[src/rtl/shift_sched_if.sv]
// Request/grant/result bundle between the two requesters (A, B) and shift_sched.
// The master side drives requests; the slave side (the scheduler) returns grants and results.
interface shift_sched_if;
  logic        a_req;
  logic [2:0]  a_op;
  logic [4:0]  a_amt;
  logic [15:0] a_data;
  logic        a_gnt;
  logic        a_vld;

  logic        b_req;
  logic [2:0]  b_op;
  logic [4:0]  b_amt;
  logic [15:0] b_data;
  logic        b_gnt;
  logic        b_vld;

  logic [15:0] result;
  logic        err;
  logic        busy;

  modport master (
    output a_req, a_op, a_amt, a_data,
    output b_req, b_op, b_amt, b_data,
    input  a_gnt, a_vld, b_gnt, b_vld,
    input  result, err, busy
  );

  modport slave (
    input  a_req, a_op, a_amt, a_data,
    input  b_req, b_op, b_amt, b_data,
    output a_gnt, a_vld, b_gnt, b_vld,
    output result, err, busy
  );
endinterface

[src/rtl/shift_sched.sv]
// Two-requester scheduler around one 16-bit logical barrel shifter; rotates use two passes.
// Optional arithmetic shift right (op 100) is enabled by defining SHIFT_SCHED_ASR_EN.
module shift_sched #(
  parameter bit RR_INIT = 1'b0
) (
  input logic          clk,
  input logic          rst,
  shift_sched_if.slave bus
);

  localparam logic [1:0] ST_IDLE = 2'd0;
  localparam logic [1:0] ST_P1   = 2'd1;
  localparam logic [1:0] ST_P2   = 2'd2;
  localparam logic [1:0] ST_DONE = 2'd3;

  localparam logic [2:0] OP_SLL = 3'b000;
  localparam logic [2:0] OP_SRL = 3'b001;
  localparam logic [2:0] OP_ROL = 3'b010;
  localparam logic [2:0] OP_ROR = 3'b011;
`ifdef SHIFT_SCHED_ASR_EN
  localparam logic [2:0] OP_ASR = 3'b100;
`endif

  logic [1:0]  state_q, state_d;
  logic        rr_q, rr_d;
  logic        owner_q, owner_d;
  logic [2:0]  op_q, op_d;
  logic [4:0]  amt_q, amt_d;
  logic [15:0] data_q, data_d;
  logic [15:0] tmp_q, tmp_d;
  logic        err_l_q, err_l_d;
  logic [15:0] result_q, result_d;
  logic        err_q, err_d;
  logic        a_gnt_q, a_gnt_d, b_gnt_q, b_gnt_d;
  logic        a_vld_q, a_vld_d, b_vld_q, b_vld_d;

  logic        grant_a, grant_b;
  logic [3:0]  rot_n;
  logic [4:0]  rot_back;
  logic [15:0] sh_data;
  logic [15:0] sh_amt;
  logic        sh_left;
  logic [15:0] sh_out;

  assign rot_n    = amt_q[3:0];
  assign rot_back = 5'd16 - {1'b0, rot_n};

  // Shared shifter: amounts of 16 or more flush to zero.
  always_comb begin
    sh_out = '0;
    if (sh_amt[15:4] == 12'd0) begin
      sh_out = sh_left ? (sh_data << sh_amt[3:0]) : (sh_data >> sh_amt[3:0]);
    end
  end

  always_comb begin
    state_d  = state_q;
    rr_d     = rr_q;
    owner_d  = owner_q;
    op_d     = op_q;
    amt_d    = amt_q;
    data_d   = data_q;
    tmp_d    = tmp_q;
    err_l_d  = err_l_q;
    result_d = result_q;
    err_d    = err_q;
    a_gnt_d  = 1'b0;
    b_gnt_d  = 1'b0;
    a_vld_d  = 1'b0;
    b_vld_d  = 1'b0;
    grant_a  = 1'b0;
    grant_b  = 1'b0;
    sh_data  = '0;
    sh_amt   = '0;
    sh_left  = 1'b0;

    case (state_q)
      ST_IDLE: begin
        // The vld cycle is kept free of grants so back-to-back service leaves a gap.
        if (!a_vld_q && !b_vld_q) begin
          if (bus.a_req && bus.b_req) begin
            grant_a = !rr_q;
            grant_b = rr_q;
            rr_d    = !rr_q;
          end else begin
            grant_a = bus.a_req;
            grant_b = bus.b_req;
          end
          if (grant_a || grant_b) begin
            owner_d = grant_b;
            op_d    = grant_b ? bus.b_op   : bus.a_op;
            amt_d   = grant_b ? bus.b_amt  : bus.a_amt;
            data_d  = grant_b ? bus.b_data : bus.a_data;
            tmp_d   = '0;
            err_l_d = 1'b0;
            a_gnt_d = grant_a;
            b_gnt_d = grant_b;
            state_d = ST_P1;
          end
        end
      end

      ST_P1: begin
        case (op_q)
          OP_SLL, OP_SRL: begin
            sh_data = data_q;
            sh_amt  = {12'd0, rot_n};
            sh_left = (op_q == OP_SLL);
            tmp_d   = amt_q[4] ? 16'd0 : sh_out;
            state_d = ST_DONE;
          end
          OP_ROL, OP_ROR: begin
            sh_data = data_q;
            sh_amt  = {12'd0, rot_n};
            sh_left = (op_q == OP_ROL);
            tmp_d   = sh_out;
            state_d = (rot_n == 4'd0) ? ST_DONE : ST_P2;
          end
`ifdef SHIFT_SCHED_ASR_EN
          OP_ASR: begin
            sh_data = data_q;
            sh_amt  = {12'd0, rot_n};
            sh_left = 1'b0;
            tmp_d   = amt_q[4] ? {16{data_q[15]}} : sh_out;
            state_d = (data_q[15] && rot_n != 4'd0) ? ST_P2 : ST_DONE;
          end
`endif
          default: begin
            tmp_d   = data_q;
            err_l_d = 1'b1;
            state_d = ST_DONE;
          end
        endcase
      end

      ST_P2: begin
        // Second pass supplies the bits that wrapped around (or the sign fill for ASR).
        sh_amt  = {11'd0, rot_back};
`ifdef SHIFT_SCHED_ASR_EN
        if (op_q == OP_ASR) begin
          sh_data = 16'hFFFF;
          sh_left = 1'b1;
        end else begin
          sh_data = data_q;
          sh_left = (op_q != OP_ROL);
        end
`else
        sh_data = data_q;
        sh_left = (op_q != OP_ROL);
`endif
        tmp_d   = tmp_q | sh_out;
        state_d = ST_DONE;
      end

      default: begin
        result_d = tmp_q;
        err_d    = err_l_q;
        a_vld_d  = !owner_q;
        b_vld_d  = owner_q;
        state_d  = ST_IDLE;
      end
    endcase
  end

  always_ff @(posedge clk) begin
    if (rst) begin
      state_q  <= ST_IDLE;
      rr_q     <= RR_INIT;
      owner_q  <= 1'b0;
      op_q     <= '0;
      amt_q    <= '0;
      data_q   <= '0;
      tmp_q    <= '0;
      err_l_q  <= 1'b0;
      result_q <= '0;
      err_q    <= 1'b0;
      a_gnt_q  <= 1'b0;
      b_gnt_q  <= 1'b0;
      a_vld_q  <= 1'b0;
      b_vld_q  <= 1'b0;
    end else begin
      state_q  <= state_d;
      rr_q     <= rr_d;
      owner_q  <= owner_d;
      op_q     <= op_d;
      amt_q    <= amt_d;
      data_q   <= data_d;
      tmp_q    <= tmp_d;
      err_l_q  <= err_l_d;
      result_q <= result_d;
      err_q    <= err_d;
      a_gnt_q  <= a_gnt_d;
      b_gnt_q  <= b_gnt_d;
      a_vld_q  <= a_vld_d;
      b_vld_q  <= b_vld_d;
    end
  end

  assign bus.a_gnt  = a_gnt_q;
  assign bus.b_gnt  = b_gnt_q;
  assign bus.a_vld  = a_vld_q;
  assign bus.b_vld  = b_vld_q;
  assign bus.result = result_q;
  assign bus.err    = err_q;
  assign bus.busy   = (state_q != ST_IDLE);

endmodule
[src/flat_wrapper.sv]
// flat-port wrapper written by rule: the top's interface ports become plain ports
module shift_sched_flat 
#(
  parameter bit RR_INIT = 1'b0
)
  (clk, rst, bus_a_req, bus_a_op, bus_a_amt, bus_a_data, bus_b_req, bus_b_op, bus_b_amt, bus_b_data, bus_a_gnt, bus_a_vld, bus_b_gnt, bus_b_vld, bus_result, bus_err, bus_busy);
  shift_sched_if bus_i ();
  input logic clk;
  input logic rst;
  input wire logic [$bits(bus_i.a_req)-1:0] bus_a_req;
  input wire logic [$bits(bus_i.a_op)-1:0] bus_a_op;
  input wire logic [$bits(bus_i.a_amt)-1:0] bus_a_amt;
  input wire logic [$bits(bus_i.a_data)-1:0] bus_a_data;
  input wire logic [$bits(bus_i.b_req)-1:0] bus_b_req;
  input wire logic [$bits(bus_i.b_op)-1:0] bus_b_op;
  input wire logic [$bits(bus_i.b_amt)-1:0] bus_b_amt;
  input wire logic [$bits(bus_i.b_data)-1:0] bus_b_data;
  output wire logic [$bits(bus_i.a_gnt)-1:0] bus_a_gnt;
  output wire logic [$bits(bus_i.a_vld)-1:0] bus_a_vld;
  output wire logic [$bits(bus_i.b_gnt)-1:0] bus_b_gnt;
  output wire logic [$bits(bus_i.b_vld)-1:0] bus_b_vld;
  output wire logic [$bits(bus_i.result)-1:0] bus_result;
  output wire logic [$bits(bus_i.err)-1:0] bus_err;
  output wire logic [$bits(bus_i.busy)-1:0] bus_busy;
  assign bus_i.a_req = bus_a_req;
  assign bus_i.a_op = bus_a_op;
  assign bus_i.a_amt = bus_a_amt;
  assign bus_i.a_data = bus_a_data;
  assign bus_i.b_req = bus_b_req;
  assign bus_i.b_op = bus_b_op;
  assign bus_i.b_amt = bus_b_amt;
  assign bus_i.b_data = bus_b_data;
  assign bus_a_gnt = bus_i.a_gnt;
  assign bus_a_vld = bus_i.a_vld;
  assign bus_b_gnt = bus_i.b_gnt;
  assign bus_b_vld = bus_i.b_vld;
  assign bus_result = bus_i.result;
  assign bus_err = bus_i.err;
  assign bus_busy = bus_i.busy;
  shift_sched #(.RR_INIT(RR_INIT)) u_core (.clk(clk), .rst(rst), .bus(bus_i));
endmodule
[config.mk]
export PLATFORM = sky130hd
export DESIGN_NAME = shift_sched_flat
export DESIGN_NICKNAME = d
export VERILOG_FILES = /design/src/rtl/shift_sched_if.sv /design/src/rtl/shift_sched.sv /design/src/flat_wrapper.sv
export SDC_FILE = /design/constraint.sdc
export NUM_CORES = 1
export LEC_CHECK = 0
export BUFFER_PORTS_ARGS = -buffer_cell sky130_fd_sc_hd__buf_4
export CAP_MARGIN = 0
export CORE_MARGIN = 5
export CORE_UTILIZATION = 27
export CTS_BUF_LIST = sky130_fd_sc_hd__clkbuf_4 sky130_fd_sc_hd__clkbuf_8
export DETAILED_ROUTE_END_ITERATION = 10
export REMOVE_ABC_BUFFERS = 1
export SLEW_MARGIN = 10
export SYNTH_ARGS = -nofsm -noshare
export SYNTH_HDL_FRONTEND = slang
export SYNTH_SLANG_ARGS = --single-unit
[constraint.sdc]
create_clock -name clk -period 3 [get_ports clk]
set_input_delay 0.6 -clock clk [delete_from_list [all_inputs] [get_ports clk]]
set_output_delay 0.6 -clock clk [all_outputs]
set_load 0.05 [all_outputs]
== After elaboration in Yosys (flattened, before gate mapping) ==
Cells that the tools add are included.

* Bits in registers: 66
* Bits of input ports: 52

* Bitwise operators: 4
* Shift operators: 2
* $add $sub $neg: 1
* Equality and inequality tests: 9
* Reductions and logical operators: 25
* Multiplexer cells: 31

{| class="wikitable"
|+ Operators by type and width
! operator !! number
|-
| 16-bit two-way mux || 7
|-
| 16-bit case mux with 2 select lines || 3
|-
| 16-bit case mux with 3 select lines || 1
|-
| 16-bit OR || 1
|-
| 16-bit by 4-bit << shifter with 16-bit output || 1
|-
| 16-bit by 4-bit >> shifter with 16-bit output || 1
|-
| 12-bit logical NOT || 1
|-
| 4-bit OR reduction || 3
|-
| 1-bit two-way mux || 10
|-
| 3-bit AND reduction || 3
|-
| 3-bit by 2-bit equality test with 1-bit output, second input constant || 2
|-
| 2-bit two-way mux || 3
|-
| 1-bit case mux with 2 select lines || 3
|-
| 2-bit case mux with 3 select lines || 1
|-
| 5-bit two-way mux || 1
|-
| 5-bit by 4-bit subtractor with 5-bit output, first input constant || 1
|-
| 1-bit logical NOT || 4
|-
| 4-bit logical NOT || 1
|-
| 4-bit two-way mux || 1
|-
| 2-bit by 1-bit != test with 1-bit output, second input constant || 2
|-
| 4-bit AND reduction || 1
|-
| 2-bit nonzero test || 2
|-
| 2-bit OR reduction || 2
|-
| 3-bit by 1-bit equality test with 1-bit output, second input constant || 1
|-
| other kinds (13) || 16
|}

== Longest topological paths before layout ==
Gate-level depths: netlist of the first run.

* Word-level depth: 10
* Mapped depth: 11
* Depth with buffers taken out: 8

== Worst setup path after synthesis of the first run ==
No wires, ideal clock.

* Kind: reg-to-reg
* From: reg u_core.amt_q[0]
* To: reg u_core.tmp_q[15]
* Stages on the path, launching flop included: 12
* Setup slack: 0.585 ns
* Period minus slack after synthesis: 2.415 ns
* Setup time: 0.133 ns
* Data required time: 2.867 ns
* Buffers on the path: 3
* Arrival time: 2.282 ns
* Cells stage by stage: dfxtp_1 > inv_1 > ha_1 > and3_1 > clkbuf_1 > nor2_2 > buf_4 > buf_2 > nand2_1 > a221o_1 > a21oi_1 > o21ai_0

* Longest elaborated chain between the ends: 8

{| class="wikitable"
|+ RTL lines
! element !! RTL line !! text
|-
| start: declaration || shift_sched.sv:28 || <nowiki>logic [4:0] amt_q, amt_d;</nowiki>
|-
| start signal: assignment || shift_sched.sv:186 || <nowiki>amt_q <= amt_d;</nowiki>
|-
| 5-bit by 4-bit subtractor with 5-bit output / 4-bit two-way mux (equally long branches) || shift_sched.sv:46, shift_sched.sv:104 ||
|-
| 16-bit case mux with 2 select lines (*) || shift_sched.sv:77 || <nowiki>case (state_q)</nowiki>
|-
| 16-bit by 4-bit >> shifter with 16-bit output / 16-bit by 4-bit << shifter with 16-bit output (equally long branches) || shift_sched.sv:52 || <nowiki>sh_out = sh_left ? (sh_data << sh_amt[3:0]) : (sh_data >> sh_amt[3:0]);</nowiki>
|-
| 16-bit two-way mux || shift_sched.sv:52 ||
|-
| 16-bit two-way mux (*) || shift_sched.sv:51 || <nowiki>if (sh_amt[15:4] == 12'd0) begin</nowiki>
|-
| 16-bit two-way mux || shift_sched.sv:109 || <nowiki>tmp_d = amt_q[4] ? 16'd0 : sh_out;</nowiki>
|-
| 16-bit case mux with 2 select lines || shift_sched.sv:104 || <nowiki>case (op_q)</nowiki>
|-
| 16-bit case mux with 3 select lines (*) || shift_sched.sv:77 ||
|-
| end signal: assignment || shift_sched.sv:188 || <nowiki>tmp_q <= tmp_d;</nowiki>
|-
| end: declaration || shift_sched.sv:30 || <nowiki>logic [15:0] tmp_q, tmp_d;</nowiki>
|}

Mark *: on every way between the ends. The rest lies on a longest branch, timed or not.
A chain may end at the register's enable or synchronous reset.

== Final worst setup path of the first run ==
* From: reg u_core.state_q[1]
* To: reg u_core.tmp_q[14]

* Longest elaborated chain between the ends: 8

{| class="wikitable"
|+ RTL lines
! element !! RTL line !! text
|-
| start: declaration || shift_sched.sv:24 || <nowiki>logic [1:0] state_q, state_d;</nowiki>
|-
| start signal: assignment || shift_sched.sv:182 || <nowiki>state_q <= state_d;</nowiki>
|-
| 2-bit equality test / 2-bit by 1-bit equality test with 1-bit output (equally long branches) || shift_sched.sv:77 ||
|-
| 16-bit case mux with 2 select lines || shift_sched.sv:77 ||
|-
| 16-bit by 4-bit >> shifter with 16-bit output / 16-bit by 4-bit << shifter with 16-bit output (equally long branches) || shift_sched.sv:52 ||
|-
| 16-bit two-way mux || shift_sched.sv:52 ||
|-
| 16-bit two-way mux || shift_sched.sv:51 ||
|-
| 16-bit two-way mux || shift_sched.sv:109 ||
|-
| 16-bit case mux with 2 select lines || shift_sched.sv:104 ||
|-
| 16-bit case mux with 3 select lines || shift_sched.sv:77 ||
|}

Several ways; a longest one is shown, not always the timed one.

==> results.sh, run 1 <==
export IMPL_outcome="completed"
export IMPL_placedCellCount=829
export IMPL_wire_per_inst_um=18.1
export IMPL_hpwlAfterDp_um=11500
export IMPL_drt_first_pass_iters=6
export IMPL_grt_max_degree=49
export IMPL_synth_area_um2=4590
export IMPL_reg2reg_depth=9
export IMPL_effective_utilization_at_floorplan_pct=27.6
export IMPL_max_slew_worst_pin_slew_ns=0.696
export IMPL_post_synth_cell_area_avg_um2=8.26
export IMPL_dr_total_vias=4635
export IMPL_power_share_combinational_pct=57.9
export IMPL_hp_start="u_core.owner_q$_SDFFE_PP0P_"
export IMPL_fin_worst_skew_ns=0.00872
export IMPL_min_to="u_core.bus.a_vld$_SDFF_PP0_"
export IMPL_synth_edf_count=0
export IMPL_timing_slew_headroom_pct=52.4
export IMPL_seq_area_frac_synth_pct=28.8
export IMPL_die_height_um=140
export IMPL_worst_case_setup_margin_in_the_final_layout_ns=0.193
export IMPL_first_global_vias=4202
export IMPL_finish_instance_area_um2=5660
export IMPL_nFillCells=1768
export IMPL_htree_num_levels=3
export IMPL_cts_reportedPaths_clkPinSlew_ns=0.08
export IMPL_synth_top_cells_by_count="dfxtp_1, nor2_1, mux2i_1, nand2_1, o21ai_0"
export IMPL_cts_root_buf="clkbuf_8"
export IMPL_pwr_density_cell_nw_per_um2=943
export IMPL_postSynthCellCount=556
export IMPL_drc=0
export IMPL_num_io_pins=74
export IMPL_clk_latency_ns=0.37
export IMPL_synth_yosys_warnings=0
export IMPL_r2r_end="u_core.tmp_q[14]$_SDFFE_PP0P_"
export IMPL_grt_setup_unrepaired="false"
export IMPL_synth_top_area_cell="dfxtp_1"
export IMPL_placement_rows=47
export IMPL_gp_congestion=0.964
export IMPL_fin_crit_sh_pct=93.6
export IMPL_setup_reg_to_reg_worst_slack_ns=0.19
export IMPL_grt_overflow_total=0
export IMPL_setup_worst_path_start_class="flip-flop"
export IMPL_synthFlopType="dfxtp_1"
export IMPL_crit_path_max_fanout=15
export IMPL_fmax_mhz=356
export IMPL_critical_path_data_arrival_time_ns=3.09
export IMPL_leakage_nw=2.22
export IMPL_numCtsBuffers=9
export IMPL_power_switching_w=0.00262
export IMPL_vdd_drop_max_uv=321
export IMPL_synth_seq_cells=66
export IMPL_hold_path_cell_count=1
export IMPL_min_period_ns=2.81
export IMPL_placement_setup_slack_ns=0.158
export IMPL_timing_critical_path_slowest_cell_delay_ns=0.50
export IMPL_setup_viol=0
export IMPL_tritoncts_clock_tree="done"
export IMPL_drive_above_1_share_pct=24.3
export IMPL_detail_route_iter0_violations=448
export IMPL_port_buffer_count=73
export IMPL_post_synth_num_cell_types=73
export IMPL_synth_area_leaders="dfxtp_1, mux2i_1, nor2_1"
export IMPL_cpMaxStageDelayCell="ha_2"
export IMPL_drv_cap=0
export IMPL_p_int_w=0.00271
export IMPL_post_dp_cell_area_um2=5430
export IMPL_worstSetupEndpointType="flip-flop"
export IMPL_flow_area_growth_from_synthesis_pct=23.3
export IMPL_grt_use_total_pct=15.2
export IMPL_antenna_found_initial=0
export IMPL_clockBufferDepth=2
export IMPL_route_detailed_vias_per_inst=5.48
export IMPL_report_final_hold_viol_count=0
export IMPL_setup_worst_path_class="reg -> reg"
export IMPL_sequentialPowerShare_pct=26.1
export IMPL_grt_first_pass_wirelength_um=24000
export IMPL_design_final_nets=677
export IMPL_timing_critical_path_cells="inv_1, ha_2, and4b_1, nor2_2, buf_4, a311oi_1, o21ai_0, a221o_1, a221oi_1"
export IMPL_horizontal_extent_of_the_die_um=140
export IMPL_cp_required_ns=3.28
export IMPL_drt_antenna_violating_nets=0
export IMPL_fin_max_slew_vios=0
export IMPL_synth_async_reset_ratio_pct=0
export IMPL_aggregate_routed_wire_length_um=15300
export IMPL_numClockSinks=66
export IMPL_crit_reg2reg_launch="u_core.state_q[1]$_SDFFE_PP0P_"
export IMPL_die_area_um2=19700
export IMPL_cts_post_setup_buffers_inserted=0
export IMPL_power_frac_clock_pct=16.0
export IMPL_netlist_area_leader_share_pct=28.8
export IMPL_switching_share_pct=49.1
export IMPL_hp_class="reg -> reg"
export IMPL_core_region_area_um2=16600
export IMPL_final_instance_count_excl_fill=846
[worst max-delay path by stage]
stage / start / slack (ns) / to / cells after the start
after floorplan: bus_a_req / -0.86 / u_core.amt_q[0]$_SDFFE_PP0P_ / 4
final: u_core.state_q[1]$_SDFFE_PP0P_ / 0.19 / u_core.tmp_q[14]$_SDFFE_PP0P_ / 9
after detailed placement: u_core.state_q[0]$_SDFFE_PP0P_ / 0.16 / u_core.tmp_q[3]$_SDFFE_PP0P_ / 10
after global placement: u_core.state_q[0]$_SDFFE_PP0P_ / 0.22 / u_core.tmp_q[14]$_SDFFE_PP0P_ / 9
after CTS: u_core.state_q[0]$_SDFFE_PP0P_ / 0.15 / u_core.tmp_q[3]$_SDFFE_PP0P_ / 10
after global routing: u_core.state_q[1]$_SDFFE_PP0P_ / 0.004 / u_core.tmp_q[14]$_SDFFE_PP0P_ / 9
[layer usage]
metal | up-vias | GRT usage, % | routed length, µm
li1 | 2251 | - | -
met1 | 2161 | 21.5 | 7250
met5 | - | 0 | 0
met4 | 0 | 5.51 | 322
met3 | 30 | 3.34 | 1200
met2 | 193 | 22.8 | 6510
[power by group through the flow]
stage / logic [W] / registers [W] / clock network (W)
after detailed placement: 0.00301 / 0.00140 / 0
after global routing: 0.00335 / 0.00142 / 0.000913
after global placement: 0.00307 / 0.00141 / 0
after floorplan: 0.00199 / 0.00135 / 0
final: 0.00309 / 0.00139 / 0.000853
after CTS: 0.00302 / 0.00138 / 0.000879
[per-stage QoR]
stage                     hold slack [ns]  total power (W)  util [%]  setup TNS [ns]
final                               0.448          0.00534      34.0               0
after global routing                0.480          0.00569      34.0               0
after CTS                           0.452          0.00528      33.9               0
after detailed placement            0.433          0.00441      32.6               0
after global placement              0.440          0.00448      32.6               0
after floorplan                     0.410          0.00334         -          -31.83
[cells by family after synthesis]
family,after synthesis,share of synthesized area [%]
buf+inv,60,6.05
flops,66,28.8
simple gates,174,18.5
mux,76,17.9
fa+ha+maj,5,1.36
xor+xnor,1,0.191
compound gates,174,27.2
[placed cells by master, fill, tap and decap left out, types with 5 or more instances in the layout]
cell type	n
nor2b_1	8
buf_4	102
nor3_1	15
mux2_2	9
nand2_1	37
o31ai_1	9
nor2_1	65
o21ai_0	34
dfxtp_1	66
clkbuf_8	9
o211ai_1	8
nor4_1	5
a211oi_1	31
a21oi_1	21
inv_1	10
mux2i_1	63
nand4_1	6
nand3_1	9
a22oi_1	11
a31oi_1	7
[repair_timing]
item / CTS / global route
endpoints found under the setup margin: 0 / 6
hold buffers: 0 / 0
hold endpoints to repair: 0 / 0
resized for setup: 0 / 2
[area by class of cell]
cell class	count	area [µm²]	area share, %
inverters	10	37.5	0.663
multi-input cells	430	3020	53.4
diodes	1	2.50	0.0442
well taps	220	275	4.86
repair buffers	103	786	13.9
clock buffers	9	124	2.19
clock inverters	7	93.8	1.66
flip-flops and latches	66	1320	23.3
[flip-flops by register name, summed over array words and instances (netlist names)]
name and cells:
u_core.bus.result 16, u_core.op_q 3, u_core.bus.a_vld 1, u_core.bus.a_gnt 1
u_core.tmp_q 16, u_core.err_l_q 1, u_core.owner_q 1, u_core.data_q 16
u_core.bus.b_vld 1, u_core.rr_q 1, u_core.amt_q 5, u_core.bus.b_gnt 1
u_core.bus.err 1, u_core.state_q 2
[worst max-delay path: cells and delay by family, from the launching register on]
kind | cells | cell delay (ns)
AOI/OAI and AO/OA | 4 | 1.06
adders and majority gates | 1 | 0.50
buffers and inverters | 2 | 0.27
DFF | 1 | 0.40
and+or+nand+nor | 2 | 0.48
No activity file was read; power rests on OpenSTA's default activity.
==> inputs of run 2 (changes only) <==
--- a/config.mk
+++ b/config.mk
@@ -11,6 +11,7 @@
 export CORE_UTILIZATION = 27
 export CTS_BUF_LIST = sky130_fd_sc_hd__clkbuf_4 sky130_fd_sc_hd__clkbuf_8
 export DETAILED_ROUTE_END_ITERATION = 10
+export RECOVER_POWER = 25
 export REMOVE_ABC_BUFFERS = 1
 export SLEW_MARGIN = 10
 export SYNTH_ARGS = -nofsm -noshare
==> results.sh, run 2 (synthesis gave the netlist of run 1 again) <==
export IMPL_vdd_drop_max_uv=307
export IMPL_setup_worst_path_start_class="flip-flop"
export IMPL_crit_path_buf_inv_count=3
export IMPL_critical_path_data_arrival_time_ns=3.08
export IMPL_numClockSinks=66
export IMPL_fin_max_slew_vios=26
export IMPL_layout_cells_most_common="buf_4"
export IMPL_worstSetupEndpointType="flip-flop"
export IMPL_cts_reportedPaths_clkPinSlew_ns=0.08
export IMPL_worst_case_setup_margin_in_the_final_layout_ns=0.201
export IMPL_flow_area_growth_from_synthesis_pct=23.1
export IMPL_finish_instance_area_um2=5650
export IMPL_core_region_area_um2=16600
export IMPL_setup_viol=0
export IMPL_grt_setup_unrepaired="false"
export IMPL_fin_crit_sh_pct=93.3
export IMPL_drv_cap=1
export IMPL_post_dp_cell_area_um2=5430
export IMPL_horizontal_extent_of_the_die_um=140
export IMPL_cts_hold_buf=0
export IMPL_dr_total_vias=4620
export IMPL_effective_utilization_at_floorplan_pct=27.6
export IMPL_final_hold_worst_slack_ns=0.447
export IMPL_drt_antenna_violating_nets=0
export IMPL_setup_worst_path_class="reg -> reg"
export IMPL_design_final_nets=677
export IMPL_grt_first_pass_wirelength_um=24000
export IMPL_hpwlAfterDp_um=11500
export IMPL_grt_overflow_total=0
export IMPL_cpMaxStageDelayCell="a2111oi_0"
export IMPL_wire_per_inst_um=18.0
export IMPL_cp_required_ns=3.28
export IMPL_htree_num_levels=3
export IMPL_fin_tns_setup_ns=0
export IMPL_timing_critical_path_slowest_cell_delay_ns=0.58
export IMPL_aggregate_routed_wire_length_um=15200
export IMPL_cpLargestDelayFamily="compound AO/OA/AOI/OAI gates"
export IMPL_detail_route_iter0_violations=395
export IMPL_hp_class="reg -> reg"
export IMPL_pwr_density_cell_nw_per_um2=943
export IMPL_cts_root_buf="clkbuf_8"
export IMPL_crit_path_max_fanout=15
export IMPL_gp_congestion=0.964
export IMPL_num_io_pins=74
export IMPL_max_slew_worst_pin_slew_ns=1.77
export IMPL_die_height_um=140
export IMPL_fin_worst_skew_ns=0.00949
export IMPL_outcome="complete, but fails checks"
export IMPL_grt_max_degree=49
export IMPL_leakage_nw=2.22
export IMPL_drive_above_1_share_pct=24.0
export IMPL_design_power_total_w=0.00533
export IMPL_route_detailed_vias_per_inst=5.46
export IMPL_fmax_mhz=357
export IMPL_die_area_um2=19700
export IMPL_tritoncts_clock_tree="done"
export IMPL_clk_latency_ns=0.37
export IMPL_clockBufferDepth=2
export IMPL_placement_rows=47
export IMPL_grt_use_total_pct=15.2
export IMPL_antenna_found_initial=0
export IMPL_min_period_ns=2.80
export IMPL_numCtsBuffers=9
export IMPL_timing_slew_headroom_pct=-18.0
export IMPL_report_final_hold_viol_count=0
export IMPL_crit_path_frequent_cell="buf_4"
export IMPL_drc=0
export IMPL_first_global_vias=4202
export IMPL_final_cell_mix="buf_4, dfxtp_1, nor2_1, mux2i_1, nand2_1"
export IMPL_nFillCells=1772
export IMPL_drt_first_pass_iters=5
export IMPL_placement_setup_slack_ns=0.158
export IMPL_port_buffer_count=73
export IMPL_violations="max-capacitance violations, max-slew violations"
export IMPL_timing_critical_path_cells="inv_1, ha_2, and4b_1, nor2_2, buf_4, nand2_1, a2111oi_0, buf_4, nor3_1, o31ai_1"
run 2: cell types whose count changed in the layout (fill, tap and decap cells not counted):
cell,previous run,this run
buf_4,102,100
clkbuf_1,0,2
run 2: final cells by class:
class | instances | area, µm² | area share, %
diodes | 1 | 2.50 | 0.0443
clock buffers | 9 | 124 | 2.19
clock inverters | 7 | 93.8 | 1.66
inverters | 10 | 37.5 | 0.664
multi-input cells | 430 | 3020 | 53.4
flip-flops and latches | 66 | 1320 | 23.4
well taps | 220 | 275 | 4.87
repair buffers | 103 | 778 | 13.8
run 2: final timing paths:
path | start | to | slack [ns] | cells after the start
max reg2reg | u_core.state_q[0]$_SDFFE_PP0P_ | u_core.tmp_q[3]$_SDFFE_PP0P_ | 0.20 | 10
min | u_core.owner_q$_SDFFE_PP0P_ | u_core.bus.a_vld$_SDFF_PP0_ | 0.45 | 1
max | u_core.state_q[0]$_SDFFE_PP0P_ | u_core.tmp_q[3]$_SDFFE_PP0P_ | 0.20 | 10
min reg2reg | u_core.owner_q$_SDFFE_PP0P_ | u_core.bus.a_vld$_SDFF_PP0_ | 0.45 | 1
run 2: power breakdown:
part           switching, W  internal [W]
Combinational       0.00190       0.00119
Sequential         0.000331       0.00106
Clock              0.000388      0.000466
run 2: per-layer routing:
layer | vias up | share of wire (%) | track usage (%)
li1 | 2250 | - | -
met1 | 2155 | 46 | 21.5
met2 | 187 | 43 | 22.8
met3 | 28 | 8.5 | 3.34
met4 | 0 | 2.4 | 5.51
met5 | - | 0 | 0
run 2: timing repair:
item,in CTS,in global routing
gates resized for setup,0,2
setup endpoints to repair,0,6
setup buffers,0,0
run 2: per-stage QoR:
| stage | util, % | cells |
|---|---|---|
| final | 34.0 | 846 |
| after global routing | 34.0 | 845 |
| after CTS | 33.9 | 845 |
| after detailed placement | 32.6 | 829 |
| after global placement | 32.6 | 829 |
| after floorplan | - | 506 |
run 2: worst reg2reg max path, cell delays in order (launching register included):
cell,delay (ns)
dfxtp_1,0.39
inv_1,0.08
ha_2,0.40
and4b_1,0.33
nor2_2,0.13
buf_4,0.19
nand2_1,0.11
a2111oi_0,0.58
buf_4,0.25
nor3_1,0.06
o31ai_1,0.19
==> inputs of run 3 (changes only) <==
--- a/config.mk
+++ b/config.mk
@@ -8,7 +8,7 @@
 export BUFFER_PORTS_ARGS = -buffer_cell sky130_fd_sc_hd__buf_4
 export CAP_MARGIN = 0
 export CORE_MARGIN = 5
-export CORE_UTILIZATION = 27
+export CORE_UTILIZATION = 30
 export CTS_BUF_LIST = sky130_fd_sc_hd__clkbuf_4 sky130_fd_sc_hd__clkbuf_8
 export DETAILED_ROUTE_END_ITERATION = 10
 export RECOVER_POWER = 25
==> results.sh, run 3 (synthesis gave the netlist of run 1 again) <==
export IMPL_drt_antenna_violating_nets=0
export IMPL_route_detailed_vias_per_inst=5.68
export IMPL_grt_max_degree=49
export IMPL_port_buffer_count=73
export IMPL_fin_max_slew_vios=28
export IMPL_placement_rows=45
export IMPL_final_cell_mix="buf_4, dfxtp_1, nor2_1, mux2i_1, nand2_1"
export IMPL_cts_hold_buf=0
export IMPL_htree_num_levels=3
export IMPL_report_final_hold_viol_count=0
export IMPL_cts_post_setup_buffers_inserted=0
export IMPL_numCtsBuffers=9
export IMPL_drc=0
export IMPL_final_hold_worst_slack_ns=0.485
export IMPL_horizontal_extent_of_the_die_um=134
export IMPL_fin_crit_sh_pct=93.1
export IMPL_vdd_drop_max_uv=334
export IMPL_fmax_mhz=358
export IMPL_tritoncts_clock_tree="done"
export IMPL_design_final_nets=685
export IMPL_effective_utilization_at_floorplan_pct=30.4
export IMPL_violations="max-capacitance violations, max-slew violations"
export IMPL_grt_setup_unrepaired="false"
export IMPL_worst_case_setup_margin_in_the_final_layout_ns=0.208
export IMPL_drive_above_1_share_pct=22.6
export IMPL_setup_worst_path_start_class="flip-flop"
export IMPL_die_area_um2=17900
export IMPL_min_period_ns=2.79
export IMPL_grt_use_total_pct=18.2
export IMPL_hp_class="reg -> reg"
export IMPL_timing_slew_headroom_pct=-20.6
export IMPL_drt_first_pass_iters=5
export IMPL_antenna_found_initial=0
export IMPL_clk_latency_ns=0.37
export IMPL_design_power_total_w=0.00547
export IMPL_worstSetupEndpointType="flip-flop"
export IMPL_outcome="complete, but fails checks"
export IMPL_grt_overflow_total=0
export IMPL_layout_area_seq_um2=1320
export IMPL_drv_cap=1
export IMPL_multi_input_comb_area_um2=3000
export IMPL_setup_worst_path_class="reg -> reg"
export IMPL_grt_first_pass_wirelength_um=25900
export IMPL_setup_viol=0
export IMPL_cts_root_buf="clkbuf_8"
export IMPL_cts_reportedPaths_clkPinSlew_ns=0.08
export IMPL_crit_path_max_fanout=20
export IMPL_pwr_density_cell_nw_per_um2=972
export IMPL_clockBufferDepth=2
export IMPL_first_global_vias=4594
export IMPL_num_io_pins=74
export IMPL_max_slew_worst_pin_slew_ns=1.81
export IMPL_flow_area_growth_from_synthesis_pct=22.7
export IMPL_placement_setup_slack_ns=0.197
export IMPL_insertedDiodeCount=0
export IMPL_wire_per_inst_um=19.5
export IMPL_numClockSinks=66
export IMPL_hpwlAfterDp_um=12200
export IMPL_dr_total_vias=4664
export IMPL_fin_worst_skew_ns=0.0107
export IMPL_nFillCells=1598
export IMPL_layout_cells_most_common="buf_4"
export IMPL_core_region_area_um2=15100
export IMPL_detail_route_iter0_violations=460
export IMPL_aggregate_routed_wire_length_um=16000
export IMPL_cp_required_ns=3.29
export IMPL_gp_congestion=0.944
export IMPL_die_height_um=134
export IMPL_leakage_nw=2.23
export IMPL_critical_path_data_arrival_time_ns=3.08
## run 3: cell types whose count changed in the layout (fill, tap and decap cells not counted), sizes merged
| cell | previous run | this run |
|---|---|---|
| buf | 101 | 97 |
| clkbuf | 11 | 23 |
| clkinvlp | 2 | 0 |
| bufinv | 2 | 3 |
| clkinv | 3 | 4 |
| diode | 1 | 0 |
## run 3: path summary, 6_finish.rpt
check,start,slack [ns],endpoint,cells after the start
setup / recovery,u_core.state_q[1]$_SDFFE_PP0P_,0.21,u_core.tmp_q[8]$_SDFFE_PP0P_,8
hold / removal,u_core.owner_q$_SDFFE_PP0P_,0.49,u_core.bus.a_vld$_SDFF_PP0_,1
setup reg to reg,u_core.state_q[1]$_SDFFE_PP0P_,0.21,u_core.tmp_q[8]$_SDFFE_PP0P_,8
hold reg to reg,u_core.owner_q$_SDFFE_PP0P_,0.49,u_core.bus.a_vld$_SDFF_PP0_,1
## run 3: layer usage
layer	global-route usage, %	wire (µm)	share of wire (%)
met2	26.6	6920	43
met4	7.66	481	3.0
met1	26.1	7540	47
met3	3.29	1030	6.4
met5	0	0	0
## run 3: area by class of cell
class,count,area share (%)
clock buffers,9,2.20
flip-flops and latches,66,23.5
repair buffers,111,14.1
inverters,10,0.667
clock inverters,7,2.09
multi-input cells,430,53.3
well taps,188,4.18
## run 3: what timing repair did
action,in CTS,in global routing
endpoints found under the setup margin,0,4
endpoints found under the hold margin,0,0
resized for setup,0,2
## run 3: worst max-delay path: stages (launching register included)
cell	delay, ns
dfxtp_1	0.40
inv_1	0.10
ha_2	0.45
and2_1	0.50
a32oi_2	0.28
buf_4	0.28
nor2_1	0.16
or4b_1	0.44
o211ai_1	0.10
## run 3: power by group
part           internal, W  leakage [nW]  switching, W  total (W)
combinational      0.00122          1.56       0.00194    0.00316
clock             0.000551         0.123      0.000369   0.000920
sequential         0.00106         0.539      0.000337    0.00140
## run 3: stage by stage
| step | utilization (%) | cell area, µm² | instances | setup TNS, ns |
|---|---|---|---|---|
| 3_5_place_dp | 36.1 | 5450 | 805 | 0 |
| 3_3_place_gp | 36.1 | 5450 | 805 | 0 |
| 4_1_cts | 37.7 | 5690 | 821 | 0 |
| 5_1_grt | 37.3 | 5630 | 821 | 0 |
| 6_report | 37.3 | 5630 | 821 | 0 |
| 2_1_floorplan | - | 4350 | 506 | -31.83 |
